[src/rtl/serial_frame_tx.sv]
// Serial frame transmitter: start bit, WIDTH data bits LSB first, optional even parity, stop bit.
// Define PARITY_EN to compile in the parity state and insert the parity bit before the stop bit.
module serial_frame_tx #(
  parameter int unsigned WIDTH        = 8,
  parameter int unsigned CLKS_PER_BIT = 4
) (
  input  logic             CLK,
  input  logic             RST,
  input  logic [WIDTH-1:0] DATA,
  input  logic             VALID,
  output logic             READY,
  output logic             TXD,
  output logic             TXD_N,
  output logic             BUSY,
  output logic             DONE
);

  localparam int unsigned TW = (CLKS_PER_BIT > 1) ? $clog2(CLKS_PER_BIT) : 1;
  localparam int unsigned IW = (WIDTH > 1) ? $clog2(WIDTH) : 1;
  localparam logic [TW-1:0] TMAX = TW'(CLKS_PER_BIT - 1);
  localparam logic [IW-1:0] IMAX = IW'(WIDTH - 1);

  typedef enum logic [2:0] {
    S_IDLE   = 3'd0,
    S_START  = 3'd1,
    S_DATA   = 3'd2,
`ifdef PARITY_EN
    S_PARITY = 3'd3,
`endif
    S_STOP   = 3'd4
  } state_t;

  state_t           r_state;
  state_t           w_state_next;
  logic [TW-1:0]    r_timer;
  logic [TW-1:0]    w_timer_next;
  logic [IW-1:0]    r_idx;
  logic [IW-1:0]    w_idx_next;
  logic [WIDTH-1:0] r_shift;
  logic [WIDTH-1:0] w_shift_next;
`ifdef PARITY_EN
  logic             r_parity;
  logic             w_parity_next;
`endif
  logic             w_bit_end;

  logic             r_txd;
  logic             r_txd_n;
  logic             r_ready;
  logic             r_busy;
  logic             r_done;
  logic             w_txd_next;
  logic             w_ready_next;
  logic             w_busy_next;
  logic             w_done_next;

  assign w_bit_end = (r_timer == TMAX);

  // State register
  always_ff @(posedge CLK or posedge RST) begin
    if (RST) begin
      r_state <= S_IDLE;
    end else begin
      r_state <= w_state_next;
    end
  end

  // Next-state logic; VALID only matters in IDLE, where READY is high
  always_comb begin
    w_state_next = r_state;
    case (r_state)
      S_IDLE:   if (VALID) w_state_next = S_START;
      S_START:  if (w_bit_end) w_state_next = S_DATA;
      S_DATA: begin
        if (w_bit_end && (r_idx == IMAX)) begin
`ifdef PARITY_EN
          w_state_next = S_PARITY;
`else
          w_state_next = S_STOP;
`endif
        end
      end
`ifdef PARITY_EN
      S_PARITY: if (w_bit_end) w_state_next = S_STOP;
`endif
      S_STOP:   if (w_bit_end) w_state_next = S_IDLE;
      default:  w_state_next = S_IDLE;
    endcase
  end

  // Bit timer, bit index and shift register next values
  always_comb begin
    w_timer_next  = r_timer;
    w_idx_next    = r_idx;
    w_shift_next  = r_shift;
`ifdef PARITY_EN
    w_parity_next = r_parity;
`endif
    if (r_state == S_IDLE) begin
      w_timer_next = '0;
      w_idx_next   = '0;
      if (VALID) begin
        w_shift_next  = DATA;
`ifdef PARITY_EN
        w_parity_next = ^DATA;
`endif
      end
    end else if (w_bit_end) begin
      w_timer_next = '0;
      if (r_state == S_DATA) begin
        w_shift_next = r_shift >> 1;
        w_idx_next   = (r_idx == IMAX) ? '0 : r_idx + IW'(1);
      end
    end else begin
      w_timer_next = r_timer + TW'(1);
    end
  end

  // Output decode from the upcoming state so the registered line leads with no extra delay
  always_comb begin
    w_txd_next   = 1'b1;
    w_ready_next = 1'b0;
    w_busy_next  = 1'b1;
    case (w_state_next)
      S_IDLE: begin
        w_ready_next = 1'b1;
        w_busy_next  = 1'b0;
      end
      S_START:  w_txd_next = 1'b0;
      S_DATA:   w_txd_next = w_shift_next[0];
`ifdef PARITY_EN
      S_PARITY: w_txd_next = w_parity_next;
`endif
      S_STOP:   w_txd_next = 1'b1;
      default:  w_txd_next = 1'b1;
    endcase
    w_done_next = (r_state == S_STOP) && (w_state_next == S_IDLE);
  end

  // Datapath and output registers
  always_ff @(posedge CLK or posedge RST) begin
    if (RST) begin
      r_timer  <= '0;
      r_idx    <= '0;
      r_shift  <= '0;
`ifdef PARITY_EN
      r_parity <= 1'b0;
`endif
      r_txd    <= 1'b1;
      r_txd_n  <= 1'b0;
      r_ready  <= 1'b1;
      r_busy   <= 1'b0;
      r_done   <= 1'b0;
    end else begin
      r_timer  <= w_timer_next;
      r_idx    <= w_idx_next;
      r_shift  <= w_shift_next;
`ifdef PARITY_EN
      r_parity <= w_parity_next;
`endif
      r_txd    <= w_txd_next;
      r_txd_n  <= ~w_txd_next;
      r_ready  <= w_ready_next;
      r_busy   <= w_busy_next;
      r_done   <= w_done_next;
    end
  end

  assign TXD   = r_txd;
  assign TXD_N = r_txd_n;
  assign READY = r_ready;
  assign BUSY  = r_busy;
  assign DONE  = r_done;

endmodule
[config.mk]
export PLATFORM = sky130hd
export DESIGN_NAME = serial_frame_tx
export DESIGN_NICKNAME = d
export VERILOG_FILES = /design/src/rtl/serial_frame_tx.sv
export SDC_FILE = /design/constraint.sdc
export NUM_CORES = 1
export LEC_CHECK = 0
export BUFFER_PORTS_ARGS = -buffer_cell sky130_fd_sc_hd__buf_2
export CAP_MARGIN = 20
export CORE_UTILIZATION = 51
export DETAILED_ROUTE_END_ITERATION = 16
export PLACE_DENSITY = 0.73
export SYNTH_ARGS = -nofsm -noshare
export SYNTH_HDL_FRONTEND = slang
export SYNTH_SLANG_ARGS = --single-unit
[constraint.sdc]
create_clock -name CLK -period 2.1 [get_ports CLK]
set_input_delay 0.21 -clock CLK [delete_from_list [all_inputs] [get_ports CLK]]
set_output_delay 0.21 -clock CLK [all_outputs]
set_load 0.02 [all_outputs]
==> run_results.csv <==
group,metric,value,unit
run_status,status,"complete, no violations",
global_routing,grt_pass1_vias,577,
layout,final_layout_size_suffix_gt1_share,34.26,%
timing,slew_headroom,49.32,%
yosys,synth_cells,94,
layout,final_nets,123,
clock_network,clk_pin_slew,110,ps
layout,area_growth_syn_to_layout,7.839,%
die,die_area,2252,µm²
global_routing,track_usage,17.48,%
global_routing,overflow,0,
route,vias_per_cell,5.363,
clock_network,cts_hold_buf,0,
yosys,yosys_warnings,0,
yosys,ys_seq_area_share,50.12,%
yosys,syn_area_per_cell,11.21,µm²
placement,place.gp.congestion,0.7324,
clock_network,h-tree-depth,1,
placement,post-dp-hpwl,1220,µm
worst_setup_path,crit_fanout,5,
die,fp.dieW,47.45,µm
layout,antenna_cells,0,
clock_network,cts.sink_count,21,
timing,max_slew.worst_pin.slew,759.4,ps
placement,placedCellCount,131,
route,ant_nets,0,
clock_network,post_cts_buffers,0,
clock_network,cts_buffers,3,
timing,slew_violations,0,
yosys,synth_cell_types,32,
clock_network,cts_resized,0,
layout,layout.cells.non_filler,135,
worst_setup_path,cpPeakStageDelay,440,ps
yosys,syn_nets,108,
worst_setup_path,cp.arrival,1910,ps
die,rows,16,
die,initial_core_util,54.25,%
yosys,netlist_area,1054,µm²
timing,fmax,605.0,MHz
yosys,synthArstFlopShare,100.0,%
job,maxCapViolCount,0,
clock_network,clockRootBuffer,"clkbuf_4",
pwr,vdd_drop_max,0.0009968,V
route,via_count,724,
global_routing,grt_pass1_wl,2649,µm
worst_setup_path,crit_required,2360,ps
route,postRouteWirelength,1679,µm
pwr,p_leak,0.0005264,µW
worst_setup_path,crit_path_end_kind,"register",
timing,period_needed,1653,ps
yosys,yosys_register_bits,21,
die,fp.dieH,47.45,µm
route,first_iter_violations,16,
worst_setup_path,cp_cell_sequence,"ha_1 -> ha_1 -> a21oi_1 -> nand2_1 -> a21oi_1 -> a21o_1",
global_routing,grt_max_degree,22,
route,wl_per_cell,12.44,µm
clock_network,tritoncts,"yes",
placement,io_buffer_count,15,
timing,period_share,78.71,%
yosys,synth-edff-count,0,
global_routing,antenna_found_initial,0,
route,drc_errors,0,
yosys,synth-main-ff-cell,"dfrtp_1",
timing,hold_viol_final,0,
worst_setup_path,worstSetupPathType,"register to register",
route,first_pass_iters,4,
timing,rsz0062_at_grt,"false",
clock_network,clock_tree.buffer_depth,2,
die,core_area,1942,µm²
timing,finClkSkew,2.136,ps
pwr,p_per_area,1270,nW/µm²
worst_setup_path,critPathSlowestCell,"dfrtp_1",
clock_network,insertion_delay,310,ps
worst_setup_path,cp-start-kind,"register",
timing,setup_viol,0,
die,io_pins,16,
worst_hold_path,hold_path.class,"input pin to asynchronous set/reset pin",
timing,fin_setup_tns,0,ps
==> worst max-delay path, delay by kind of cell, from the launching register on <==
| family | cells | cell delay (ps) |
|---|---|---|
| compound gates | 3 | 660 |
| flops | 1 | 440 |
| fa+ha+maj | 2 | 440 |
| simple gates | 1 | 60 |
==> placed cells by master, fill, tap and decap left out, drive strengths merged <==
master,netlist,routed
nand4b,1,1
o31ai,1,1
nor3,6,6
nand3,3,3
and2b,1,1
nand2b,1,1
mux2i,1,1
o21ai,9,9
a22o,2,2
a21oi,5,5
nor4b,1,1
ha,3,3
nand2,7,7
o32ai,1,1
o221ai,1,1
and2,1,1
dfstp,2,2
inv,13,13
nor2,2,2
dfrtp,19,19
or2,1,1
a22oi,6,6
or3,1,1
a21o,1,1
buf,5,15
clkbuf,0,4
==> layout make-up <==
cell class	instances	area [µm²]
sequential	21	528.0
timing repair buffer	15	75.07
tap	27	33.78
fill	174	805.8
multi-input combinational	55	421.7
clock buffer	4	26.28
inverter	13	51.30
==> final timing paths <==
path	start	endpoint	slack, ps	cells after the start
worst max register to register	r_idx[0]	TXD_N	450	6
min in group CLK	DATA[7]	r_shift[7]	130	3
worst min-delay path	RST	r_state[1]	20	2
worst min register to register	r_timer[0]	r_timer[0]	450	1
max in group asynchronous	RST	r_timer[0]	1610	2
worst max-delay path	r_idx[0]	TXD_N	450	6
==> report_power, final <==
part / internal [µW] / leakage (µW) / switching (µW) / total, µW
logic: 241 / 0.000251 / 319 / 560
registers: 565 / 0.000261 / 124 / 689
clock network: 74.2 / 0.0000150 / 119 / 193
total: 880 / 0.000526 / 562 / 1440
==> state kept, by name, indices dropped and copies added (netlist names) <==
name     flops
BUSY         1
DONE         1
READY        1
TXD          1
TXD_N        1
r_idx        3
r_shift      8
r_state      3
r_timer      2
==> synthesized netlist by cell type, drive strengths merged, types with 2 or more instances <==
cell | n | area share [%]
nor3 | 6 | 5.5
o21ai | 9 | 6.4
inv | 13 | 4.9
ha | 3 | 3.6
a22oi | 6 | 4.3
a21oi | 5 | 3.4
dfrtp | 19 | 45
nand3 | 3 | 1.4
buf | 5 | 5.0
a22o | 2 | 1.9
dfstp | 2 | 5.0
nand2 | 7 | 2.5
nor2 | 2 | 0.71
==> through the flow <==
step	area (µm²)	hold slack, ps	utilization (%)	setup slack, ps	power, µW
after global routing	1136	114.7	58.51	334.6	1548
after detailed placement	1110	387.4	57.15	488.5	1266
after floorplan	1054	185.0	-	655.2	1202
after CTS	1136	51.40	58.51	458.7	1457
after global placement	1110	378.4	57.15	475.2	1253
final	1136	18.28	58.51	447.1	1442
==> per-layer routing <==
metal	GRT usage, %	up-vias	wire (µm)
li1	-	354	-
met3	2.642	5	50
met2	23.56	16	765
met5	0	-	0
met1	26.47	349	822
met4	10.29	0	41
==> kinds of logic after synthesis <==
family,after synthesis,synth area share (%)
AOI/OAI and AO/OA,26,19.72
adders and majority gates,3,3.563
buffers and inverters,18,9.858
DFF,21,50.12
muxes,1,0.9502
and+or+nand+nor,25,15.80
Note: power is estimated with default switching activity, not from simulation.
